<file path="config.mk">
export PLATFORM = sky130hd
export DESIGN_NAME = uart_rx_read_sequencer
export DESIGN_NICKNAME = d
export VERILOG_FILES = /design/src/rtl/uart_rx_read_sequencer.sv
export SDC_FILE = /design/constraint.sdc
export NUM_CORES = 1
export LEC_CHECK = 0
export CAP_MARGIN = 20
export CELL_PAD_IN_SITES_DETAIL_PLACEMENT = 2
export CELL_PAD_IN_SITES_GLOBAL_PLACEMENT = 2
export CORE_MARGIN = 4
export CORE_UTILIZATION = 27
export DETAILED_ROUTE_END_ITERATION = 12
export PLACE_DENSITY = 0.8
export SETUP_SLACK_MARGIN = 0.15
export SYNTH_ARGS = -nofsm -noshare
export SYNTH_HDL_FRONTEND = slang
export SYNTH_SLANG_ARGS = --single-unit
</file>
<file path="constraint.sdc">
create_clock -name PCLK -period 3.6 [get_ports PCLK]
set_input_delay 0.72 -clock PCLK [delete_from_list [all_inputs] [get_ports PCLK]]
set_output_delay 0.72 -clock PCLK [all_outputs]
set_load 0.005 [all_outputs]
</file>
<file path="src/rtl/uart_rx_read_sequencer.sv">
// APB read sequencer for the UART RX FIFO: pops one frame per read request,
// decodes data/parity/framing and answers with a single-cycle PREADY.
module uart_rx_read_sequencer #(
  parameter int FRAME_W        = 12,
  parameter int DATA_W         = 8,
  parameter int TIMEOUT_CYCLES = 16
) (
  input  logic               PCLK,
  input  logic               PRESET,
  input  logic               rd_req,
  input  logic [3:0]         number_data_receive,
  input  logic               parity_bit_mode,
  input  logic               stop_bit_twice,
  input  logic               fifo_not_empty,
  input  logic [FRAME_W-1:0] fifo_rd_data,
  output logic               fifo_rd_en,
  output logic               PREADY,
  output logic [DATA_W-1:0]  PRDATA,
  output logic               parity_err,
  output logic               frame_err,
  output logic               timeout_flag,
  output logic               busy,
  output logic [7:0]         frames_read
);

  localparam int IDX_W = $clog2(FRAME_W);
  localparam int CNT_W = $clog2(TIMEOUT_CYCLES);
  localparam logic [CNT_W-1:0] CNT_LAST = CNT_W'(TIMEOUT_CYCLES - 1);

  typedef enum logic [2:0] {
    S_IDLE,
    S_WAIT,
    S_POP,
    S_CAPTURE,
    S_RESP
  } state_t;

  state_t             r_state;
  state_t             w_next_state;
  logic [CNT_W-1:0]   r_tmo_cnt;
  logic [FRAME_W-1:0] r_frame;
  logic               r_timeout;
  logic [DATA_W-1:0]  r_prdata_hold;
  logic [7:0]         r_frames_read;
  logic               w_tmo_hit;

  logic [IDX_W-1:0]   w_n;
  logic [IDX_W-1:0]   w_par_idx;
  logic [IDX_W-1:0]   w_stop1_idx;
  logic [IDX_W-1:0]   w_stop2_idx;
  logic [DATA_W-1:0]  w_data;
  logic [DATA_W-1:0]  w_resp_data;
  logic               w_parity_err;
  logic               w_frame_err;
  logic               w_in_resp;

  always_ff @(posedge PCLK) begin
    if (PRESET) begin
      r_state       <= S_IDLE;
      r_tmo_cnt     <= '0;
      r_frame       <= '0;
      r_timeout     <= 1'b0;
      r_prdata_hold <= '0;
      r_frames_read <= '0;
    end else begin
      r_state <= w_next_state;
      if (r_state == S_IDLE) begin
        r_tmo_cnt <= '0;
      end else if (r_state == S_WAIT) begin
        r_tmo_cnt <= r_tmo_cnt + CNT_W'(1);
      end
      if (r_state == S_POP) begin
        r_frames_read <= r_frames_read + 8'd1;
      end
      if (r_state == S_CAPTURE) begin
        r_frame <= fifo_rd_data;
      end
      // The timeout marker must survive through the response cycle.
      if (r_state != S_RESP) begin
        r_timeout <= w_tmo_hit;
      end else begin
        r_prdata_hold <= w_resp_data;
      end
    end
  end

  always_comb begin
    w_next_state = r_state;
    w_tmo_hit    = 1'b0;
    case (r_state)
      S_IDLE: begin
        if (rd_req) begin
          w_next_state = fifo_not_empty ? S_POP : S_WAIT;
        end
      end
      S_WAIT: begin
        // Data arriving wins over an expiring timeout in the same cycle.
        if (fifo_not_empty) begin
          w_next_state = S_POP;
        end else if (r_tmo_cnt == CNT_LAST) begin
          w_next_state = S_RESP;
          w_tmo_hit    = 1'b1;
        end
      end
      S_POP:     w_next_state = S_CAPTURE;
      S_CAPTURE: w_next_state = S_RESP;
      S_RESP:    w_next_state = S_IDLE;
      default:   w_next_state = S_IDLE;
    endcase
  end

  // Data width clamped to 5..8 bits.
  always_comb begin
    if (number_data_receive < 4'd5) begin
      w_n = IDX_W'(5);
    end else if (number_data_receive > 4'd8) begin
      w_n = IDX_W'(8);
    end else begin
      w_n = IDX_W'(number_data_receive);
    end
  end

  assign w_par_idx   = w_n + IDX_W'(1);
  assign w_stop1_idx = w_n + IDX_W'(1) + IDX_W'(parity_bit_mode);
  assign w_stop2_idx = w_n + IDX_W'(2) + IDX_W'(parity_bit_mode);

  for (genvar gi = 0; gi < DATA_W; gi++) begin : g_data
    assign w_data[gi] = (IDX_W'(gi) < w_n) ? r_frame[gi+1] : 1'b0;
  end

  assign w_parity_err = parity_bit_mode & (^w_data ^ r_frame[w_par_idx]);
  assign w_frame_err  = r_frame[0] | ~r_frame[w_stop1_idx]
                      | (stop_bit_twice & ~r_frame[w_stop2_idx]);

  assign w_in_resp   = (r_state == S_RESP);
  assign w_resp_data = r_timeout ? '0 : w_data;

  assign fifo_rd_en   = (r_state == S_POP) & ~PRESET;
  assign PREADY       = w_in_resp;
  assign PRDATA       = w_in_resp ? w_resp_data : r_prdata_hold;
  assign timeout_flag = w_in_resp & r_timeout;
  assign parity_err   = w_in_resp & ~r_timeout & w_parity_err;
  assign frame_err    = w_in_resp & ~r_timeout & w_frame_err;
  assign busy         = (r_state != S_IDLE);
  assign frames_read  = r_frames_read;

endmodule

</file>
# Yosys cells after proc, flatten, opt, wreduce, memory -nomap -nowiden
# Cells that the tools add are included.
# op_classes
order_cmp	13
bitwise	14
n_eq_ne	8
mux	26
n_reduce_logical	5
addsub	6
# op_table
op	n
3-bit by 4-bit < comparator with 1-bit output (first input constant)	4
8-bit two-way mux	2
4-bit by 5-bit < comparator with 1-bit output (second input constant)	3
1-bit two-way mux	14
1-bit binary-select mux with 4-bit select	3
3-bit one-hot mux with 4 select lines	1
3-bit two-way mux	3
4-bit by 1-bit adder with 4-bit output	2
4-bit by 1-bit adder with 4-bit output (second input constant)	2
8-bit by 1-bit adder with 8-bit output (second input constant)	1
1-bit by 4-bit < comparator with 1-bit output (first input constant)	2
2-bit by 4-bit < comparator with 1-bit output (first input constant)	2
4-bit two-way mux	2
8-bit parity	1
1-bit bitwise AND	7
3-bit by 2-bit == test with 1-bit output (second input constant)	2
4-bit by 2-bit adder with 4-bit output (second input constant)	1
4-bit == test (second input constant)	1
4-bit greater-than comparator (second input constant)	1
4-bit by 3-bit < comparator with 1-bit output (second input constant)	1
1-bit NOT	4
3-bit by 1-bit == test with 1-bit output (second input constant)	1
3-bit == test (second input constant)	1
3-bit zero test	1
9 further kinds	10
# totals
word_cells	78
out_inout_bits	22
register_bits	36
in_bits	22

# Logic depth before layout (Yosys ltp)
# logic_depth
ltp_word	11
mapped_depth	12
depth_no_buf	12

# Worst setup path after synthesis
# Ideal clock, no wire load.
# synth_path
kind	input to output
start	input port number_data_receive[3]
end	output port frame_err
cell_stages	10
n_path_buf	2
arrival_ns	3.015
required_time_ns	2.880
path_slack_ns	-0.135
path_cell_list	buf_6 > clkbuf_1 > or2_2 > ha_1 > ha_1 > xnor3_2 > mux2i_1 > and3_1 > o41a_1 > o31a_1
# synth_between
elab_chain_len	11
elab_cells_between_ends	18
cone_classes	add/sub: 4; order compare: 2; mux: 6; bitwise: 6
# synth_rtl
item	line	text
start: declaration	11	input logic [3:0] number_data_receive,
4-bit greater-than comparator	116	end else if (number_data_receive > 4'd8) begin
4-bit two-way mux	116	
4-bit two-way mux *	114	if (number_data_receive < 4'd5) begin
4-bit by 1-bit adder with 4-bit output or 4-bit by 2-bit adder with 4-bit output (tied branches)	124, 125	
4-bit by 1-bit adder with 4-bit output, on equally long branches	124, 125	
1-bit binary-select mux with 4-bit select, on equally long branches	132, 133	
1-bit two-way mux, on equally long branches	132, 133	
1-bit NOT, on equally long branches	132, 133	
1-bit bitwise OR or 1-bit bitwise AND (tied branches)	132, 133	
1-bit bitwise OR *	133	| (stop_bit_twice & ~r_frame[w_stop2_idx]);
1-bit bitwise AND *	143	assign frame_err = w_in_resp & ~r_timeout & w_frame_err;
end: declaration	20	output logic frame_err,
# Mark *: on every way between the ends. The rest lies on a longest branch, timed or not. The select of a mux whose other input is x is not followed.

# Final worst setup path
# layout_path
start	input port number_data_receive[2]
end	output port frame_err
# The elaborated chain is that of the path after synthesis.

==> flow_summary.toml <==
[floorplanning]
dieArea_sq_um = 9600
start_util = 0.280
coreArea_sq_um = 7810
die_x_um = 98.0
die_y_um = 98.0
io_pins = 44
rows = 32

[global_route]
track_usage = 0.168
grt_pass1_vias = 2481
antenna_found_initial = 0
grt_pass1_wl_um = 13100
grt_max_degree = 37
grt_overflow = 0

[cts]
clock_path_buffers = 2
h-tree-depth = 2
cts_num_sinks = 36
clkTransAtPathRegs_ns = 0.07
cts_root_buffer = "clkbuf_8"
clk_latency_ns = 0.29
numCtsBuffers = 5
tritoncts = "built"

[setup_path]
path_class = "primary input to primary output"
end_kind = "primary output"
critPathLaunch = "number_data_receive[2]"
worstPathArrival_ns = 3.07
cp_max_fo = 5
cp-start-kind = "primary input"
required_ns = 2.88
r2r_start = "r_state[1]"

[pwr]
p_sw_mw = 0.270
powerDensity_nw_per_um2 = 329
internal_power_mw = 0.769
p_clk_frac = 0.381
cellLeakagePower_nw = 1.24
power.total_mw = 1.04
p_comb_frac = 0.215
ir_drop_v = 0.000160
pwr-share-seq = 0.403
p_sw_frac = 0.260

[logic_synthesis]
ys_seq_elements = 36
yosysSeqAreaShare = 0.330
synth_cells = 271
syn-num-nets = 301
avgSynthCellArea_sq_um = 8.07
dominantRegCellSynth = "dfxtp_1"
synth-edff-count = 0
async_flop_share = 0
syn_area_sq_um = 2190
yosysWarningCount = 0
synth_cell_type_count = 49

[timing]
skew_ns = 0.00926
maxSlewHeadroom = 0.453
worst_slack_ns = -0.194
setup_viol = 2
fin_crit_sh = 1.05
holdWs_ns = 0.508
max_slew.worst_pin.slew_ns = 0.818
slew_viol_final = 0
rsz0062_at_grt = "yes"
finalHoldViolations = 0
finalCriticalPeriod_ns = 3.79
fmax_ghz = 0.264

[layout]
syn2layout_area_growth_pct = 44.8
fin_nets = 369
fill_cells = 866
insertedDiodeCount = 0
drive_gt1_frac = 0.203

[route]
drt-initial-drc-count = 76
antenna_left = 0
drc_errors = 0
wirelength_um = 8530
vias_per_cell = 5.16
route.vias.total = 2280
drt_pass1_iterations = 4
routedWlPerCell_um = 19.3

[placed_design]
port_buffers = 43
hpwl_um = 5470
gp_congestion = 0.807

[outcome]
status = "finished, violations left"
violations = "setup timing"

[flow_run]
cap_violations = 0

[hold_path]
hold_start = "r_tmo_cnt[1]"
hp-class = "flop to flop"
## flip-flops by register name, indices dropped and copies added, names as in the netlist
register / flops
r_prdata_hold: 8
frames_read: 8
r_frame: 12
r_tmo_cnt: 4
r_state: 3
r_timeout: 1
## per-stage QoR
| step | worst slack [ns] | util | std cells | instance area (sq um) | setup TNS, ns |
|---|---|---|---|---|---|
| after floorplan | 0.0596 | - | 271 | 2210 | 0 |
| after global placement | -0.798 | 0.368 | 424 | 2870 | -1.82 |
| final | -0.194 | 0.405 | 442 | 3160 | -0.354 |
| after CTS | -0.199 | 0.397 | 438 | 3100 | -0.280 |
| after detailed placement | -0.921 | 0.368 | 424 | 2870 | -2.33 |
| after global routing | -0.242 | 0.405 | 442 | 3160 | -0.483 |
## critical path: stages
cell	delay (ns)
buf_6	0.10
nand2_4	0.06
nor2_2	0.04
or2_4	0.27
ha_4	0.30
ha_4	0.14
xnor3_2	0.32
mux2i_1	0.16
and3_1	0.21
o41a_1	0.39
o31a_1	0.24
buf_2	0.12
## power by group through the flow
stage	Sequential (mW)	Clock, mW	Combinational, mW
final	0.419	0.397	0.224
after global placement	0.427	0	0.178
after global routing	0.421	0.428	0.242
after detailed placement	0.427	0	0.186
after floorplan	0.424	0	0.105
after CTS	0.418	0.410	0.207
## timing repair
item                       CTS  global route
setup endpoints to repair    4             3
buffers inserted             6             4
pin swaps                   14            11
hold endpoints to repair     0             0
gates resized for setup     42             7
hold buffers                 0             0
## worst paths after layout
kind	slack, ns	depth (start not counted)	endpoint
hold reg to reg	0.51	2	r_tmo_cnt[1]
setup reg to reg	1.77	6	frames_read[5]
hold / removal	0.51	2	r_tmo_cnt[1]
setup / recovery	-0.19	12	frame_err
## placed cells by master, fill, tap and decap left out, types with 4 or more instances in the layout
| master | instances |
|---|---|
| buf_6 | 5 |
| clkdlybuf4s50_1 | 35 |
| nor2_1 | 24 |
| xor2_1 | 6 |
| xnor2_1 | 8 |
| inv_1 | 9 |
| buf_2 | 4 |
| buf_4 | 31 |
| nand2b_1 | 5 |
| clkbuf_8 | 7 |
| nor2b_1 | 12 |
| a21oi_1 | 19 |
| dfxtp_1 | 36 |
| nor4_1 | 4 |
| nand2_1 | 42 |
| ha_4 | 4 |
| nand3_1 | 8 |
| mux4_2 | 4 |
| mux2i_1 | 10 |
| o21ai_0 | 9 |
## layer usage
metal / vias up / wire length, um / track usage
met5: - / 0 / 0
met4: 0 / 174 / 0.0511
met3: 15 / 300 / 0.0379
met2: 54 / 4340 / 0.293
met1: 1138 / 3710 / 0.205
li1: 1073 / - / -
## logic make-up after synthesis
kind of cell,count (synthesis),share of synthesized area
DFF,36,0.330
AOI/OAI and AO/OA,50,0.144
adders and majority gates,8,0.0458
xor gates and xnor gates,15,0.0670
buffers and inverters,26,0.0487
and+or+nand+nor,120,0.268
muxes,16,0.0967
## cell usage after synthesis, types with 2 or more instances
cell type | instances | share of area
a21oi_1 | 19 | 0.044
nand3b_1 | 2 | 0.0069
o41ai_1 | 2 | 0.0080
o21ai_0 | 10 | 0.023
xnor2_1 | 8 | 0.032
mux2i_1 | 11 | 0.050
ha_1 | 8 | 0.046
a22o_1 | 2 | 0.0080
dfxtp_1 | 36 | 0.33
and3_1 | 4 | 0.011
nor3_1 | 2 | 0.0046
nor2_1 | 26 | 0.045
nor4_1 | 4 | 0.011
or2_2 | 2 | 0.0057
nand2_1 | 43 | 0.074
nand4_1 | 3 | 0.0086
xor2_1 | 6 | 0.024
nor2b_1 | 12 | 0.034
inv_1 | 10 | 0.017
clkbuf_1 | 13 | 0.022
nand3_1 | 8 | 0.018
mux4_2 | 4 | 0.041
o31ai_1 | 2 | 0.0069
a31oi_1 | 2 | 0.0057
nand2b_1 | 5 | 0.014
o21a_1 | 2 | 0.0069
nor3b_1 | 3 | 0.010
## final cells by class
class / instances / area, sq um / area share
clock buffer: 7 / 96.3 / 0.0304
clock inverter: 1 / 30.0 / 0.00949
inverter: 10 / 37.5 / 0.0119
multi-input combinational: 209 / 1470 / 0.465
sequential: 36 / 721 / 0.228
tap: 102 / 128 / 0.0403
timing repair buffer: 77 / 681 / 0.215
Power figures use the tool's default switching activity.
